File: config.mk
export PLATFORM = sky130hd
export DESIGN_NAME = tt_um_swap_seq
export DESIGN_NICKNAME = d
export VERILOG_FILES = /design/src/rtl/swap_seq_pkg.sv /design/src/rtl/swap_seq_fifo.sv /design/src/rtl/tt_um_swap_seq.sv
export SDC_FILE = /design/constraint.sdc
export NUM_CORES = 1
export LEC_CHECK = 0
export ABC_AREA = 1
export ABC_CLOCK_PERIOD_IN_PS = 2700
export CAP_MARGIN = 20
export CORE_UTILIZATION = 43
export CTS_BUF_LIST = sky130_fd_sc_hd__clkbuf_16
export DETAILED_ROUTE_END_ITERATION = 10
export GPL_TIMING_DRIVEN = 1
export HOLD_SLACK_MARGIN = 0.15
export SLEW_MARGIN = 5
export SYNTH_ARGS = -nofsm -noshare
export SYNTH_HDL_FRONTEND = slang
export SYNTH_SLANG_ARGS = --single-unit
export TNS_END_PERCENT = 100
File: constraint.sdc
create_clock -name clk -period 2.7 [get_ports clk]
set_input_delay 0.405 -clock clk [delete_from_list [all_inputs] [get_ports clk]]
set_output_delay 0.405 -clock clk [all_outputs]
set_load 0.005 [all_outputs]
File: src/rtl/swap_seq_pkg.sv
// Shared types and the byte transform used by the swap sequencer.
// Pure combinational helpers; no state lives here.
package swap_seq_pkg;

  typedef enum logic [1:0] {
    OP_SWAP = 2'b00,
    OP_PASS = 2'b01,
    OP_REV  = 2'b10,
    OP_INV  = 2'b11
  } op_t;

  typedef enum logic {
    ST_IDLE     = 1'b0,
    ST_WAIT_ACK = 1'b1
  } state_t;

  localparam logic [7:0] UIO_OE = 8'hF0;

  function automatic logic [7:0] apply_op(op_t op, logic [7:0] d);
    logic [7:0] r;
    r = d;
    case (op)
      OP_SWAP: r = {d[3:0], d[7:4]};
      OP_PASS: r = d;
      OP_REV:  r = {d[0], d[1], d[2], d[3], d[4], d[5], d[6], d[7]};
      default: r = ~d;
    endcase
    return r;
  endfunction

endpackage

File: src/rtl/swap_seq_fifo.sv
// Small circular FIFO, zero-latency read of the head entry (dout = mem[rd_ptr]).
// Push while full is accepted only if a pop happens in the same cycle; pop while empty is ignored.
module swap_seq_fifo #(
  parameter int DEPTH = 4,
  parameter int WIDTH = 10
) (
  input  logic                       clk,
  input  logic                       rst_n,
  input  logic                       push,
  input  logic                       pop,
  input  logic [WIDTH-1:0]           din,
  output logic [WIDTH-1:0]           dout,
  output logic                       full,
  output logic                       empty,
  output logic [$clog2(DEPTH):0]     count
);

  localparam int AW = $clog2(DEPTH);
  localparam logic [AW:0] FULL_CNT = (AW+1)'(DEPTH);

  logic [WIDTH-1:0] mem [DEPTH];
  logic [AW-1:0]    wr_ptr;
  logic [AW-1:0]    rd_ptr;
  logic             do_push;
  logic             do_pop;

  assign full    = (count == FULL_CNT);
  assign empty   = (count == '0);
  assign do_pop  = pop & ~empty;
  // A full FIFO still takes a write when the head leaves in the same cycle.
  assign do_push = push & (~full | do_pop);
  assign dout    = mem[rd_ptr];

  always_ff @(posedge clk) begin
    if (do_push) mem[wr_ptr] <= din;
  end

  always_ff @(posedge clk or negedge rst_n) begin
    if (!rst_n) begin
      wr_ptr <= '0;
      rd_ptr <= '0;
      count  <= '0;
    end else begin
      if (do_push) wr_ptr <= wr_ptr + AW'(1);
      if (do_pop)  rd_ptr <= rd_ptr + AW'(1);
      case ({do_push, do_pop})
        2'b10:   count <= count + (AW+1)'(1);
        2'b01:   count <= count - (AW+1)'(1);
        default: count <= count;
      endcase
    end
  end

endmodule

File: src/rtl/tt_um_swap_seq.sv
// Strobe-driven byte queue + transform; valid rises 4 edges after the wr pin (SYNC_FF=2).
// One result held until acked; writes into a full FIFO with no pop are dropped and flag overflow.
module tt_um_swap_seq
  import swap_seq_pkg::*;
#(
  parameter int DEPTH   = 4,
  parameter int SYNC_FF = 2
) (
  input  logic [7:0] ui_in,
  output logic [7:0] uo_out,
  input  logic [7:0] uio_in,
  output logic [7:0] uio_out,
  output logic [7:0] uio_oe,
  input  logic       ena,
  input  logic       clk,
  input  logic       rst_n
);

  logic [1:0]             sync_q [SYNC_FF];
  logic [1:0]             hist;
  logic [1:0]             pulse;
  logic                   wr_p;
  logic                   ack_p;
  logic                   push;
  logic                   pop;
  logic                   full;
  logic                   empty;
  logic                   valid;
  logic                   overflow;
  logic [9:0]             dout;
  logic [$clog2(DEPTH):0] fifo_count;
  state_t                 state;
  state_t                 state_nxt;
  logic                   unused_bits;

  always_ff @(posedge clk or negedge rst_n) begin
    if (!rst_n) begin
      for (int i = 0; i < SYNC_FF; i++) sync_q[i] <= 2'b00;
      hist <= 2'b00;
    end else begin
      sync_q[0] <= uio_in[1:0];
      for (int i = 1; i < SYNC_FF; i++) sync_q[i] <= sync_q[i-1];
      hist <= sync_q[SYNC_FF-1];
    end
  end

  // The chain runs regardless of ena, so edges seen while disabled are consumed.
  assign pulse = sync_q[SYNC_FF-1] & ~hist;
  assign wr_p  = pulse[0];
  assign ack_p = pulse[1];
  assign push  = ena & wr_p;

  swap_seq_fifo #(.DEPTH(DEPTH), .WIDTH(10)) u_fifo (
    .clk   (clk),
    .rst_n (rst_n),
    .push  (push),
    .pop   (pop),
    .din   ({uio_in[3:2], ui_in}),
    .dout  (dout),
    .full  (full),
    .empty (empty),
    .count (fifo_count)
  );

  always_ff @(posedge clk or negedge rst_n) begin
    if (!rst_n) state <= ST_IDLE;
    else        state <= state_nxt;
  end

  always_comb begin
    state_nxt = state;
    if (ena) begin
      case (state)
        ST_IDLE:     if (!empty) state_nxt = ST_WAIT_ACK;
        ST_WAIT_ACK: if (ack_p)  state_nxt = ST_IDLE;
        default:     state_nxt = ST_IDLE;
      endcase
    end
  end

  always_comb begin
    pop   = ena & (state == ST_IDLE) & ~empty;
    valid = (state == ST_WAIT_ACK);
  end

  always_ff @(posedge clk or negedge rst_n) begin
    if (!rst_n) begin
      uo_out   <= 8'h00;
      overflow <= 1'b0;
    end else begin
      if (pop) uo_out <= apply_op(op_t'(dout[9:8]), dout[7:0]);
      if (push && full && !pop) overflow <= 1'b1;
    end
  end

  assign uio_out     = {overflow, empty, full, valid, 4'b0000};
  assign uio_oe      = UIO_OE;
  assign unused_bits = &{1'b0, uio_in[7:4], fifo_count};

endmodule
==> impl_metrics.sql <==
INSERT INTO impl_metrics (metric_group, metric, value, unit) VALUES
('sta', 'fmaxAchievable', '496.7', 'MHz'),
('routing', 'post_drt_wl_per_cell', '12.11', 'um'),
('layout', 'mostFrequentLayoutCell', 'sky130_fd_sc_hd__nand2_1', ''),
('logic_synthesis', 'yosys.area_share.simple', '0.2682', ''),
('floorplanning', 'die-area', '8224', 'um^2'),
('global_route', 'grt_antenna_before_repair', '0', ''),
('layout', 'layout.nets', '443', ''),
('sta', 'finalCriticalPeriod', '2013', 'ps'),
('place', 'io_buffer_count', '26', ''),
('global_route', 'grt_usage', '0.1689', ''),
('sta', 'grt_setup_unrepaired', 'no', ''),
('global_route', 'met2_usage', '0.2633', ''),
('sta', 'min_period_over_period', '0.7456', ''),
('floorplanning', 'dieHeight', '90.69', 'um'),
('layout', 'post_route_cells_drive_above_1_share', '0.09434', ''),
('power', 'p_switching', '1.610', 'mW'),
('clock_tree', 'clock_insertion_delay_worst_skew', '320', 'ps'),
('floorplanning', 'core', '7408', 'um^2'),
('routing', 'drt_drc_violations_left', '0', ''),
('clock_tree', 'post-cts-setup-buffer-count', '0', ''),
('global_route', 'grt_pass1_vias', '2216', ''),
('logic_synthesis', 'post_synth_fa_ha_maj_area_fraction', '0.02072', ''),
('run_status', 'outcome', 'finished, final reports clean', ''),
('logic_synthesis', 'synth-compound-area-share', '0.03182', ''),
('logic_synthesis', 'synth.yosys.warnings', '0', ''),
('logic_synthesis', 'synth_sequential_area_ratio', '0.5253', ''),
('power', 'netSwitchingFraction', '0.3860', ''),
('setup_path', 'critical_path.max_fanout', '3', ''),
('routing', 'vias', '2433', ''),
('sta', 'worst_clock_skew', '5.231', 'ps'),
('sta', 'fin_setup_tns', '0', 'ps'),
('routing', 'totalWireLength', '6.333', 'mm'),
('routing', 'drt_first_pass_iters', '6', ''),
('power', 'static-leakage-power', '1.932', 'nW'),
('sta', 'finalHoldViolations', '0', ''),
('clock_tree', 'clkTransAtPathRegs', '50', 'ps'),
('clock_tree', 'clockBufferDepth', '2', ''),
('clock_tree', 'cts_tree', 'yes', ''),
('setup_path', 'timing.critical_path.from_type', 'flop', ''),
('setup_path', 'critical_setup_path_class', 'reg -> out', ''),
('power', 'p_int', '2.561', 'mW'),
('global_route', 'global_route_track_usage_on_met3', '0.04293', ''),
('global_route', 'gr-total-overflow', '0', ''),
('logic_synthesis', 'postSynthCellCount', '394', ''),
('hold_path', 'holdCritPathClass', 'reg -> reg', ''),
('floorplanning', 'chipWidth', '90.69', 'um'),
('layout', 'area_growth', '15.87', '%'),
('sta', 'timing.final.setup_violations', '0', ''),
('sta', 'final_max_slew_viol_count', '0', ''),
('clock_tree', 'ctsRootBufferMaster', 'sky130_fd_sc_hd__clkbuf_16', ''),
('power', 'max-vdd-ir-drop', '0.4423', 'mV'),
('clock_tree', 'clock_tree.htree_level_count', '3', ''),
('global_route', 'globalRoute.busiestLayer', 'met2', ''),
('setup_path', 'crit_arrival', '1610', 'ps'),
('clock_tree', 'clock_buffers_created_by_tritoncts', '9', ''),
('run', 'maximum_capacitance_violations', '0', ''),
('floorplanning', 'boundaryPins', '43', ''),
('logic_synthesis', 'number_of_distinct_standard_cells_referenced_by_the_synthesized_netlist', '22', ''),
('layout', 'mostFrequentLayoutCells', '131 x sky130_fd_sc_hd__nand2_1, 59 x sky130_fd_sc_hd__nand3_1, 57 x sky130_fd_sc_hd__inv_1, 40 x sky130_fd_sc_hd__edfxtp_1, 26 x sky130_fd_sc_hd__clkdlybuf4s50_1', ''),
('setup_path', 'timing.critical_path.required', '2300', 'ps'),
('routing', 'route.detailed.vias_per_inst', '4.652', ''),
('routing', 'drt_first_iter_violations', '163', ''),
('global_route', 'use_met1', '0.2223', ''),
('clock_tree', 'cts_hold_buffers', '0', ''),
('setup_path', 'endpoint_kind', 'output port', ''),
('logic_synthesis', 'syn_avg_cell_area', '8.584', 'um^2'),
('logic_synthesis', 'muxShareOfSynthArea', '0', ''),
('logic_synthesis', 'synth_area_in_xor_xnor', '0.007769', ''),
('floorplanning', 'initial_utilization', '0.4565', ''),
('power', 'share_clk_of_total_power', '0.270', ''),
('power', 'fin_total_pwr', '4.172', 'mW');
==> area by class of cell <==
cell class | instances | area [um^2]
inverter | 59 | 224.0
fill | 698 | 3490
sequential | 63 | 1777
clock buffer | 11 | 275.3
multi-input combinational | 250 | 1156
timing repair buffer | 36 | 335.3
tap | 99 | 123.9
clock inverter | 5 | 27.53
==> power by group through the flow <==
stage / sequential [mW] / clock (mW) / combinational [mW]
2_1_floorplan: 1.29 / 0 / 1.45
3_3_place_gp: 1.30 / 0 / 1.73
3_5_place_dp: 1.30 / 0 / 1.76
4_1_cts: 1.29 / 1.14 / 1.77
5_1_grt: 1.30 / 1.19 / 2.01
6_report: 1.28 / 1.12 / 1.76
==> Yosys cell counts <==
| library cell | count | area [um^2] |
|---|---|---|
| sky130_fd_sc_hd__nand2_4 | 1 | 11.26 |
| sky130_fd_sc_hd__conb_1 | 2 | 7.510 |
| sky130_fd_sc_hd__dfrtp_1 | 23 | 575.6 |
| sky130_fd_sc_hd__buf_4 | 21 | 157.7 |
| sky130_fd_sc_hd__ha_1 | 4 | 50.05 |
| sky130_fd_sc_hd__inv_4 | 1 | 6.260 |
| sky130_fd_sc_hd__nand3_1 | 59 | 295.3 |
| sky130_fd_sc_hd__fa_1 | 1 | 20.02 |
| sky130_fd_sc_hd__edfxtp_1 | 40 | 1201 |
| sky130_fd_sc_hd__nand3_2 | 4 | 40.04 |
| sky130_fd_sc_hd__o21ai_1 | 8 | 40.04 |
| sky130_fd_sc_hd__xor2_1 | 3 | 26.28 |
| sky130_fd_sc_hd__buf_6 | 8 | 90.09 |
| sky130_fd_sc_hd__a31o_2 | 1 | 8.760 |
| sky130_fd_sc_hd__a21oi_1 | 10 | 50.05 |
| sky130_fd_sc_hd__inv_2 | 2 | 7.510 |
| sky130_fd_sc_hd__nor2_1 | 10 | 37.54 |
| sky130_fd_sc_hd__nand2_2 | 5 | 31.28 |
| sky130_fd_sc_hd__nand2_1 | 131 | 491.7 |
| sky130_fd_sc_hd__o21ai_2 | 1 | 8.760 |
| sky130_fd_sc_hd__inv_1 | 56 | 210.2 |
| sky130_fd_sc_hd__buf_2 | 3 | 15.01 |
==> cells by family after synthesis <==
family | count (synthesis)
buf+inv | 91
compound gates | 20
xor+xnor | 3
other cells | 2
flops | 63
fa+ha+maj | 5
simple gates | 210
==> state kept, by name, indices dropped and copies added (netlist names) <==
register and count:
uo_out 8, sync_q 4, u_fifo.mem 40, overflow 1, hist 2, state 1
u_fifo.wr_ptr 2, u_fifo.rd_ptr 2, u_fifo.count 3
==> final timing paths <==
kind / to / startpoint / slack, ps / depth (start not counted)
max: uio_out[5] / u_fifo.count[0]$_DFFE_PN0P_ / 690 / 4
min reg2reg: sync_q[0]$_DFF_PN0_ / sync_q[2]$_DFF_PN0_ / 350 / 0
min: sync_q[0]$_DFF_PN0_ / sync_q[2]$_DFF_PN0_ / 350 / 0
min in group asynchronous: uo_out[3]$_DFFE_PN0N_ / rst_n / 450 / 2
max reg2reg: uo_out[6]$_DFFE_PN0N_ / u_fifo.rd_ptr[0]$_DFFE_PN0P_ / 840 / 8
max in group asynchronous: u_fifo.wr_ptr[1]$_DFFE_PN0P_ / rst_n / 2030 / 2
==> critical path, cell delays in order (launching register included) <==
cell                              delay, ps
sky130_fd_sc_hd__dfrtp_1                380
sky130_fd_sc_hd__inv_1                  130
sky130_fd_sc_hd__nand3_1                150
sky130_fd_sc_hd__inv_1                  130
sky130_fd_sc_hd__clkdlybuf4s50_1        500
==> routing by layer <==
layer / wire (um) / vias to the layer above
met2: 2920 / 57
met1: 3067 / 1106
li1: - / 1262
met4: 93 / 0
met5: 0 / -
met3: 250 / 8
==> stage by stage <==
stage / utilization / cell area, um^2 / cells / setup slack [ps] / hold slack [ps]
floorplan: - / 3420 / 404 / 1078 / 109.4
global placement: 0.4881 / 3616 / 507 / 585.7 / 332.3
detailed placement: 0.4881 / 3616 / 507 / 563.6 / 336.5
CTS: 0.5290 / 3919 / 523 / 673.8 / 349.2
global route: 0.5290 / 3919 / 523 / 573.2 / 348.9
finish: 0.5290 / 3919 / 523 / 686.8 / 346.9
(Power assumes the default switching activity.)
